`config.mk`:
```
export PLATFORM = sky130hd
export DESIGN_NAME = arb_req_queue
export DESIGN_NICKNAME = d
export VERILOG_FILES = /design/src/rtl/arb_req_queue_pkg.sv /design/src/rtl/arb_req_queue_fifo_ram.sv /design/src/rtl/arb_req_queue.sv
export SDC_FILE = /design/constraint.sdc
export NUM_CORES = 1
export LEC_CHECK = 0
export ABC_AREA = 1
export BUFFER_PORTS_ARGS = -buffer_cell sky130_fd_sc_hd__buf_2
export CAP_MARGIN = 20
export CORE_UTILIZATION = 53
export DETAILED_ROUTE_END_ITERATION = 8
export GPL_ROUTABILITY_DRIVEN = 0
export HOLD_SLACK_MARGIN = 0.02
export PLACE_DENSITY = 0.76
export SETUP_SLACK_MARGIN = 0.1
export SYNTH_ARGS = -nofsm -noshare
export SYNTH_HDL_FRONTEND = slang
export SYNTH_HIERARCHICAL = 1
export SYNTH_SLANG_ARGS = --single-unit
```
`constraint.sdc`:
```
create_clock -name CLK -period 3.66 [get_ports CLK]
set_input_delay 0.366 -clock CLK [delete_from_list [all_inputs] [get_ports CLK]]
set_output_delay 0.366 -clock CLK [all_outputs]
set_load 0.03 [all_outputs]
```
`src/rtl/arb_req_queue_pkg.sv`:
```
// Shared defaults for the requester-side arbiter endpoint.
// Every instance that sits on an arbiter input picks these defaults up.
package arb_req_queue_pkg;

   localparam int DEFAULT_DEPTH         = 4;
   localparam int DEFAULT_DATA_WIDTH    = 32;
   localparam int DEFAULT_STARVE_THRESH = 15;
   localparam int DEFAULT_WAIT_WIDTH    = 4;

   // Largest value a wait counter of the given width can hold.
   function automatic int wait_max(input int width);
      return (1 << width) - 1;
   endfunction

endpackage

```
`src/rtl/arb_req_queue_fifo_ram.sv`:
```
// Payload storage for the request queue.
// Writes happen on the clock edge; reads are combinational.
module arb_req_queue_fifo_ram #(
   parameter int DEPTH      = 4,
   parameter int LOG_DEPTH  = $clog2(DEPTH),
   parameter int DATA_WIDTH = 32
) (
   input  logic                  CLK,
   input  logic                  wr_en_i,
   input  logic [LOG_DEPTH-1:0]  wr_addr_i,
   input  logic [DATA_WIDTH-1:0] wr_data_i,
   input  logic [LOG_DEPTH-1:0]  rd_addr_i,
   output logic [DATA_WIDTH-1:0] rd_data_o
);

   logic [DATA_WIDTH-1:0] mem_q [DEPTH];

   always_ff @(posedge CLK) begin
      if (wr_en_i) begin
         mem_q[wr_addr_i] <= wr_data_i;
      end
   end

   assign rd_data_o = mem_q[rd_addr_i];

endmodule

```
`src/rtl/arb_req_queue.sv`:
```
// Requester-side arbiter endpoint: queues payloads, requests while non-empty,
// pops on ack with a registered grant, and flags a head that waits too long.
module arb_req_queue
   import arb_req_queue_pkg::*;
#(
   parameter int DEPTH         = DEFAULT_DEPTH,
   parameter int LOG_DEPTH     = $clog2(DEPTH),
   parameter int DATA_WIDTH    = DEFAULT_DATA_WIDTH,
   parameter int STARVE_THRESH = DEFAULT_STARVE_THRESH,
   parameter int WAIT_WIDTH    = DEFAULT_WAIT_WIDTH
) (
   input  logic                  CLK,
   input  logic                  RST,
   input  logic                  enq_valid,
   input  logic [DATA_WIDTH-1:0] enq_data,
   output logic                  enq_ready,
   input  logic                  flush,
   output logic                  req,
   input  logic                  ack,
   output logic                  grant_valid,
   output logic [DATA_WIDTH-1:0] grant_data,
   output logic [LOG_DEPTH:0]    occupancy,
   output logic                  starved
);

   localparam logic [LOG_DEPTH:0]    PTR_ONE    = {{LOG_DEPTH{1'b0}}, 1'b1};
   localparam logic [WAIT_WIDTH-1:0] WAIT_ONE   = {{(WAIT_WIDTH-1){1'b0}}, 1'b1};
   localparam logic [WAIT_WIDTH-1:0] WAIT_SAT   = WAIT_WIDTH'(wait_max(WAIT_WIDTH));
   localparam logic [WAIT_WIDTH-1:0] WAIT_LIMIT = WAIT_WIDTH'(STARVE_THRESH);

   logic [LOG_DEPTH:0]    head_q, head_d;
   logic [LOG_DEPTH:0]    tail_q, tail_d;
   logic [WAIT_WIDTH-1:0] wait_q, wait_d;
   logic                  grant_valid_q, grant_valid_d;
   logic [DATA_WIDTH-1:0] grant_data_q, grant_data_d;

   logic                  full;
   logic                  empty;
   logic                  do_enq;
   logic                  do_pop;
   logic [DATA_WIDTH-1:0] head_data;

   // Extra pointer MSB distinguishes full from empty when the indices match.
   assign full  = (head_q[LOG_DEPTH] != tail_q[LOG_DEPTH]) &&
                  (head_q[LOG_DEPTH-1:0] == tail_q[LOG_DEPTH-1:0]);
   assign empty = (head_q == tail_q);

   assign enq_ready   = ~full;
   assign req         = ~empty;
   assign occupancy   = tail_q - head_q;
   assign starved     = (wait_q >= WAIT_LIMIT);
   assign grant_valid = grant_valid_q;
   assign grant_data  = grant_data_q;

   assign do_enq = enq_valid & ~full & ~flush;
   assign do_pop = ack & ~empty & ~flush;

   arb_req_queue_fifo_ram #(
      .DEPTH      (DEPTH),
      .LOG_DEPTH  (LOG_DEPTH),
      .DATA_WIDTH (DATA_WIDTH)
   ) u_fifo_ram (
      .CLK       (CLK),
      .wr_en_i   (do_enq),
      .wr_addr_i (tail_q[LOG_DEPTH-1:0]),
      .wr_data_i (enq_data),
      .rd_addr_i (head_q[LOG_DEPTH-1:0]),
      .rd_data_o (head_data)
   );

   always_comb begin
      head_d        = head_q;
      tail_d        = tail_q;
      wait_d        = wait_q;
      grant_valid_d = 1'b0;
      grant_data_d  = grant_data_q;

      if (flush) begin
         head_d = '0;
         tail_d = '0;
         wait_d = '0;
      end else begin
         if (do_enq) begin
            tail_d = tail_q + PTR_ONE;
         end
         if (do_pop) begin
            head_d        = head_q + PTR_ONE;
            grant_valid_d = 1'b1;
            grant_data_d  = head_data;
         end
         // Empty here means ack is necessarily absent from a live request.
         if (do_pop || empty) begin
            wait_d = '0;
         end else if (wait_q != WAIT_SAT) begin
            wait_d = wait_q + WAIT_ONE;
         end
      end
   end

   always_ff @(posedge CLK) begin
      if (RST) begin
         head_q        <= '0;
         tail_q        <= '0;
         wait_q        <= '0;
         grant_valid_q <= 1'b0;
         grant_data_q  <= '0;
      end else begin
         head_q        <= head_d;
         tail_q        <= tail_d;
         wait_q        <= wait_d;
         grant_valid_q <= grant_valid_d;
         grant_data_q  <= grant_data_d;
      end
   end

endmodule

```
# After elaboration in Yosys (flattened, before gate mapping)
# Memories as Yosys holds them, arrays and structs flattened. A register that Yosys moved wholly into a read port is not among the register bits.
# Index checks and enable logic that the tools add are counted.
# word_totals
regBits	11
ram_bits	128
inputBits	37
output_inout_bits	39
elab_cells	29
memories	1
# classes
add_sub_neg	4
order_cmp	1
n_eq_ne	4
muxes	3
bitwise_logic	7
n_reduce_logical	5
# memory_table
name	depth	width	rd	rd_ports_with_merged_regs	wr	line_no	source
u_fifo_ram.mem_q	4	32	1	1	1	arb_req_queue_fifo_ram.sv:16	logic [DATA_WIDTH-1:0] mem_q [DEPTH];
# op_table
cell	n
3-bit by 1-bit adder with 3-bit output (second input constant)	2
4-bit by 1-bit adder with 4-bit output (second input constant)	1
1-bit bitwise AND	4
4-bit >= comparator (second input constant)	1
4-bit != test (second input constant)	1
3-bit equality test	1
1-bit two-way mux	3
1-bit NOT	3
3-bit OR reduction	1
3-bit subtractor	1
2-bit equality test	1
2-bit AND reduction	1
2-bit OR reduction	1
1-bit logical AND	1
1-bit logical OR	1
1-bit != test	1

# Longest topological paths before layout
# logic_depth
word_depth	7
ltp_mapped	9

# Cells and area by module
# The synthesis kept the hierarchy.
# by_module_without_submodules
module	n_inst	cells_each	area_each_um2	seq_area_each_um2
arb_req_queue_fifo_ram	1	509	5437.7	3843.7
arb_req_queue	1	263	2015.7	860.8

# Least setup slack after synthesis
# No wires, ideal clock.
# synth_path
path_kind	register to register
startpoint	reg head_q[1]
endpoint	mem u_fifo_ram.mem_q[2][0] (enable)
setup_time_ns	0.461
arrival_time_ns	3.674
required_ns	3.199
slack_ns	-0.475
path_stages_with_launch	10
n_path_buf	0
period_less_slack_ns	4.135
path_cell_list	dfxtp_1 > inv_1 > ha_1 > nand2_1 > inv_1 > nand3_1 > nand2_1 > inv_1 > inv_1 > nor3_1
# synth_via
elab_chain_cells	7
# synth_lines
element	line_no	source
start, declared	arb_req_queue.sv:31	logic [LOG_DEPTH:0] head_q, head_d;
start signal, assigned	arb_req_queue.sv:102	head_q <= '0;
start signal, assigned	arb_req_queue.sv:108	head_q <= head_d;
2-bit equality test	arb_req_queue.sv:45	(head_q[LOG_DEPTH-1:0] == tail_q[LOG_DEPTH-1:0]);
1-bit logical AND	arb_req_queue.sv:44	assign full = (head_q[LOG_DEPTH] != tail_q[LOG_DEPTH]) &&
1-bit NOT	n/a	
named net enq_ready	arb_req_queue.sv:16	output logic enq_ready,
1-bit bitwise AND (2 in series)	arb_req_queue.sv:55	assign do_enq = enq_valid & ~full & ~flush;
named net do_enq	arb_req_queue.sv:39	logic do_enq;
1-bit two-way mux	arb_req_queue_fifo_ram.sv:19	if (wr_en_i) begin
1-bit two-way mux (not written as such)	arb_req_queue_fifo_ram.sv:20	mem_q[wr_addr_i] <= wr_data_i;
end, declared	arb_req_queue_fifo_ram.sv:16	
# The timed path passes the listed nets, and every way through them passes these cells.

# Worst setup path after layout
# layout_path
startpoint	reg tail_q[0]
endpoint	out req
# layout_via
elab_chain_cells	2
# layout_lines
element	line_no	source
start, declared	arb_req_queue.sv:32	logic [LOG_DEPTH:0] tail_q, tail_d;
start signal, assigned	arb_req_queue.sv:109	tail_q <= tail_d;
3-bit equality test	arb_req_queue.sv:46	assign empty = (head_q == tail_q);
1-bit NOT	arb_req_queue.sv:49	assign req = ~empty;
end, declared	arb_req_queue.sv:18	output logic req,
# No other way between the ends.

==> summary.txt <==
Synth
  • Syn Area/Cell: approximately 9.7 um^2
  • Area fraction of the dominant cell type after synthesis: between 50% and 60%
  • Synth top area cells: edfxtp_1, dfxtp_1, nand2_1
  • Largest area contributor in the netlist: edfxtp_1
  • Syn nets: 815
  • Syn Inst Count: 772
  • Yosys warnings: 6
  • Sequential area share after synthesis: 63.12%
  • Yosys cell types: 25
  • Cell area after technology mapping: approximately 7500 um^2
  • Post-synthesis register bit count: 171

STA
  • Slew Viols, Final: 0
  • Clk_skew: roughly 5.5 ps
  • Max Fclk: ~350 MHz
  • Final setup viols: 0
  • Hold_ws: around 130 ps
  • Period utilisation layout: about four fifths
  • RSZ-0062 raised after global routing: false
  • Minimum clock period: between 2000 and 3000 ps
  • Slew headroom: between 40% and 50%
  • Slew at the pin with the worst max-slew slack: 841.6 ps
  • Final hold violations: 0

Routing
  • TritonRoute pass-1 iters: 5
  • Antenna-violating nets left: 0
  • Met2 WL: approximately 7 mm
  • DRC viols: 0
  • Met1 Routed Length: 6.447 mm
  • Drt via density: 4.914
  • Routed len/inst: around 14 um
  • Max layer used: met4
  • Vias: approximately 5100
  • Final wirelength: roughly 15 mm
  • Met3 WL: roughly 930 um
  • Initial DRC count: about 420

Critical path
  • Critical-path top delay cell: nand3_4
  • Buf/Inv on CP: 3
  • Critical Path Source Type: flop
  • Slowest stage delay, CP: around 640 ps
  • CP required: 3290 ps
  • Crit path max-delay family: simple AND/OR/NAND/NOR gates
  • Crit. path cell count: 6
  • R2r worst-path depth: 10
  • Setup crit end: req
  • Setup Crit Path Kind: reg -> out
  • Reg2Reg Setup Slack: around 1300 ps
  • Reg2reg end: u_fifo_ram/mem_q[1][16]
  • Crit path max fanout: 71
  • Critical Path End Type: output port
  • Most frequent cell on the critical path: inv_1
  • Reg2reg start: tail_q[0]
  • Arr. time, crit path: around 2500 ps
  • Critical path, cell by cell: inv_1 > ha_1 > nand2_1 > inv_1 > nand3_4 > buf_2
  • CP Launch Point: tail_q[0]

Status
  • Status: complete, no violations

Layout
  • Commonest non-fill, non-tap cell in the layout: nand2_1
  • Commonest cells after routing, fill and taps aside: nand2_1, inv_1, edfxtp_1
  • Area of the multi-input gates: 1964 um^2
  • Fin util: between 60 and 70%
  • FF+latch area: around 4700 um^2
  • Area Overhead vs Synth: 15.66%
  • Fraction of layout cells with a size suffix above 1: between 10% and 20%
  • Nets: 889
  • Final Instance Count excl. Fillers: 1036
  • Cell area after layout: between 8000 and 9000 um^2
  • Fillcell total: 1073

Floorplanning
  • Core Region: about 13000 um^2
  • Die area: 14540 um^2
  • Die H: 120.6 um
  • Die W: around 120 um
  • Site Rows: 42
  • # IOs: 76
  • Initial Utilization: between 50 and 60%

CTS
  • Inserted Clock Buffers: 17
  • CTS Buffer Depth: 2
  • Num Clock Sinks: about 170
  • CTS resizes: 0
  • CTS clk-pin slew, worst paths: around 60 ps
  • Clock Latency Late Sink: roughly 430 ps
  • Root Buffer: clkbuf_16
  • H-tree Lvls: 4
  • CTS Hold Bufs: 0
  • TritonCTS clock tree: built
  • Setup bufs post-CTS: 0

Hold path
  • Hold crit path type: in -> reg

Placement
  • Post-DP Area: around 7900 um^2
  • Dpl cells: 1001
  • DP HPWL: ~8.6 mm
  • PortBufs: 75

GRT
  • First-pass GRT wire length: ~24 mm
  • Total Routing Usage GR: about 22%
  • Number of global-route vias before repair: 4735
  • Grt total ovfl: 0
  • Initial antenna violation count: 1
  • Largest net degree at the start of global routing: slightly above 70

Run
  • Max-cap viol count: 0

Power and ir drop
  • PwrDens: 499.8 nW/um^2
  • Worst VDD drop: ~310 uV
  • Leakage: about 4 nW
==> where the power goes <==
part           switching, mW  internal, mW  leakage (nW)
Combinational          0.183        0.0834          2.15
Sequential            0.0144          2.12          1.51
Clock                  0.686          1.22         0.302
Total                  0.883          3.43          3.96
==> Yosys cell counts <==
library cell,count
inv_2,2
nand3_2,1
nand2_2,2
nor2_4,1
xor2_1,1
nor3_1,4
dfxtp_1,43
nor2_1,46
nor3b_1,1
nand2_1,211
inv_1,144
or2_2,1
buf_4,5
ha_1,5
nand3b_1,32
edfxtp_1,128
a21oi_1,39
clkbuf_1,4
buf_1,4
nand3_1,70
buf_6,11
nand3_4,1
buf_2,13
fa_1,1
xnor2_1,2
==> worst min-delay path by stage <==
| stage | endpoint | depth (start not counted) | start | slack [ps] |
|---|---|---|---|---|
| CTS | grant_valid | 2 | RST | 110 |
| detailed placement | grant_data[12] | 2 | grant_data[12] | 460 |
| floorplan | grant_valid | 1 | RST | 440 |
| finish | grant_valid | 2 | RST | 130 |
| global route | grant_valid | 2 | RST | 120 |
| global placement | grant_data[10] | 2 | grant_data[10] | 460 |
==> state kept, by name, summed over array words and instances, names as in the netlist <==
| name | count |
|---|---|
| wait_q | 4 |
| tail_q | 3 |
| u_fifo_ram/mem_q | 128 |
| grant_valid | 1 |
| grant_data | 32 |
| head_q | 3 |
==> layout make-up <==
| cell class | count | share of cell area (%) |
|---|---|---|
| clock inverters | 10 | 1.974 |
| repair buffers | 92 | 6.444 |
| diodes | 1 | 0.02903 |
| multi-input cells | 418 | 22.79 |
| flip-flops and latches | 171 | 54.59 |
| well taps | 176 | 2.554 |
| clock buffers | 22 | 5.269 |
| inverters | 146 | 6.357 |
==> logic make-up (layout without fill, tap and decap cells) <==
group | count (synthesis) | in the layout | synth area share (%)
AOI/OAI and AO/OA | 39 | 39 | 2.619
xor gates and xnor gates | 3 | 3 | 0.3526
adders and majority gates | 6 | 6 | 1.108
buffers and inverters | 183 | 270 | 10.79
DFF | 171 | 171 | 63.12
other | 0 | 1 | 0
and+or+nand+nor | 370 | 370 | 22.01
==> routing by layer <==
metal | track usage, % | up-vias
li1 | - | 2592
met1 | 28.77 | 2322
met2 | 35.74 | 160
met3 | 5.047 | 17
met4 | 9.105 | 0
met5 | 0 | -
==> through the flow <==
step / power (mW) / setup WS [ps] / setup TNS (ps)
after floorplan: 2.361 / -474.7 / -60760
after global placement: 2.437 / 1262 / 0
after detailed placement: 2.442 / 1260 / 0
after CTS: 4.336 / 798.5 / 0
after global routing: 4.442 / 614.0 / 0
final: 4.309 / 804.4 / 0
(Power assumes the default switching activity.)
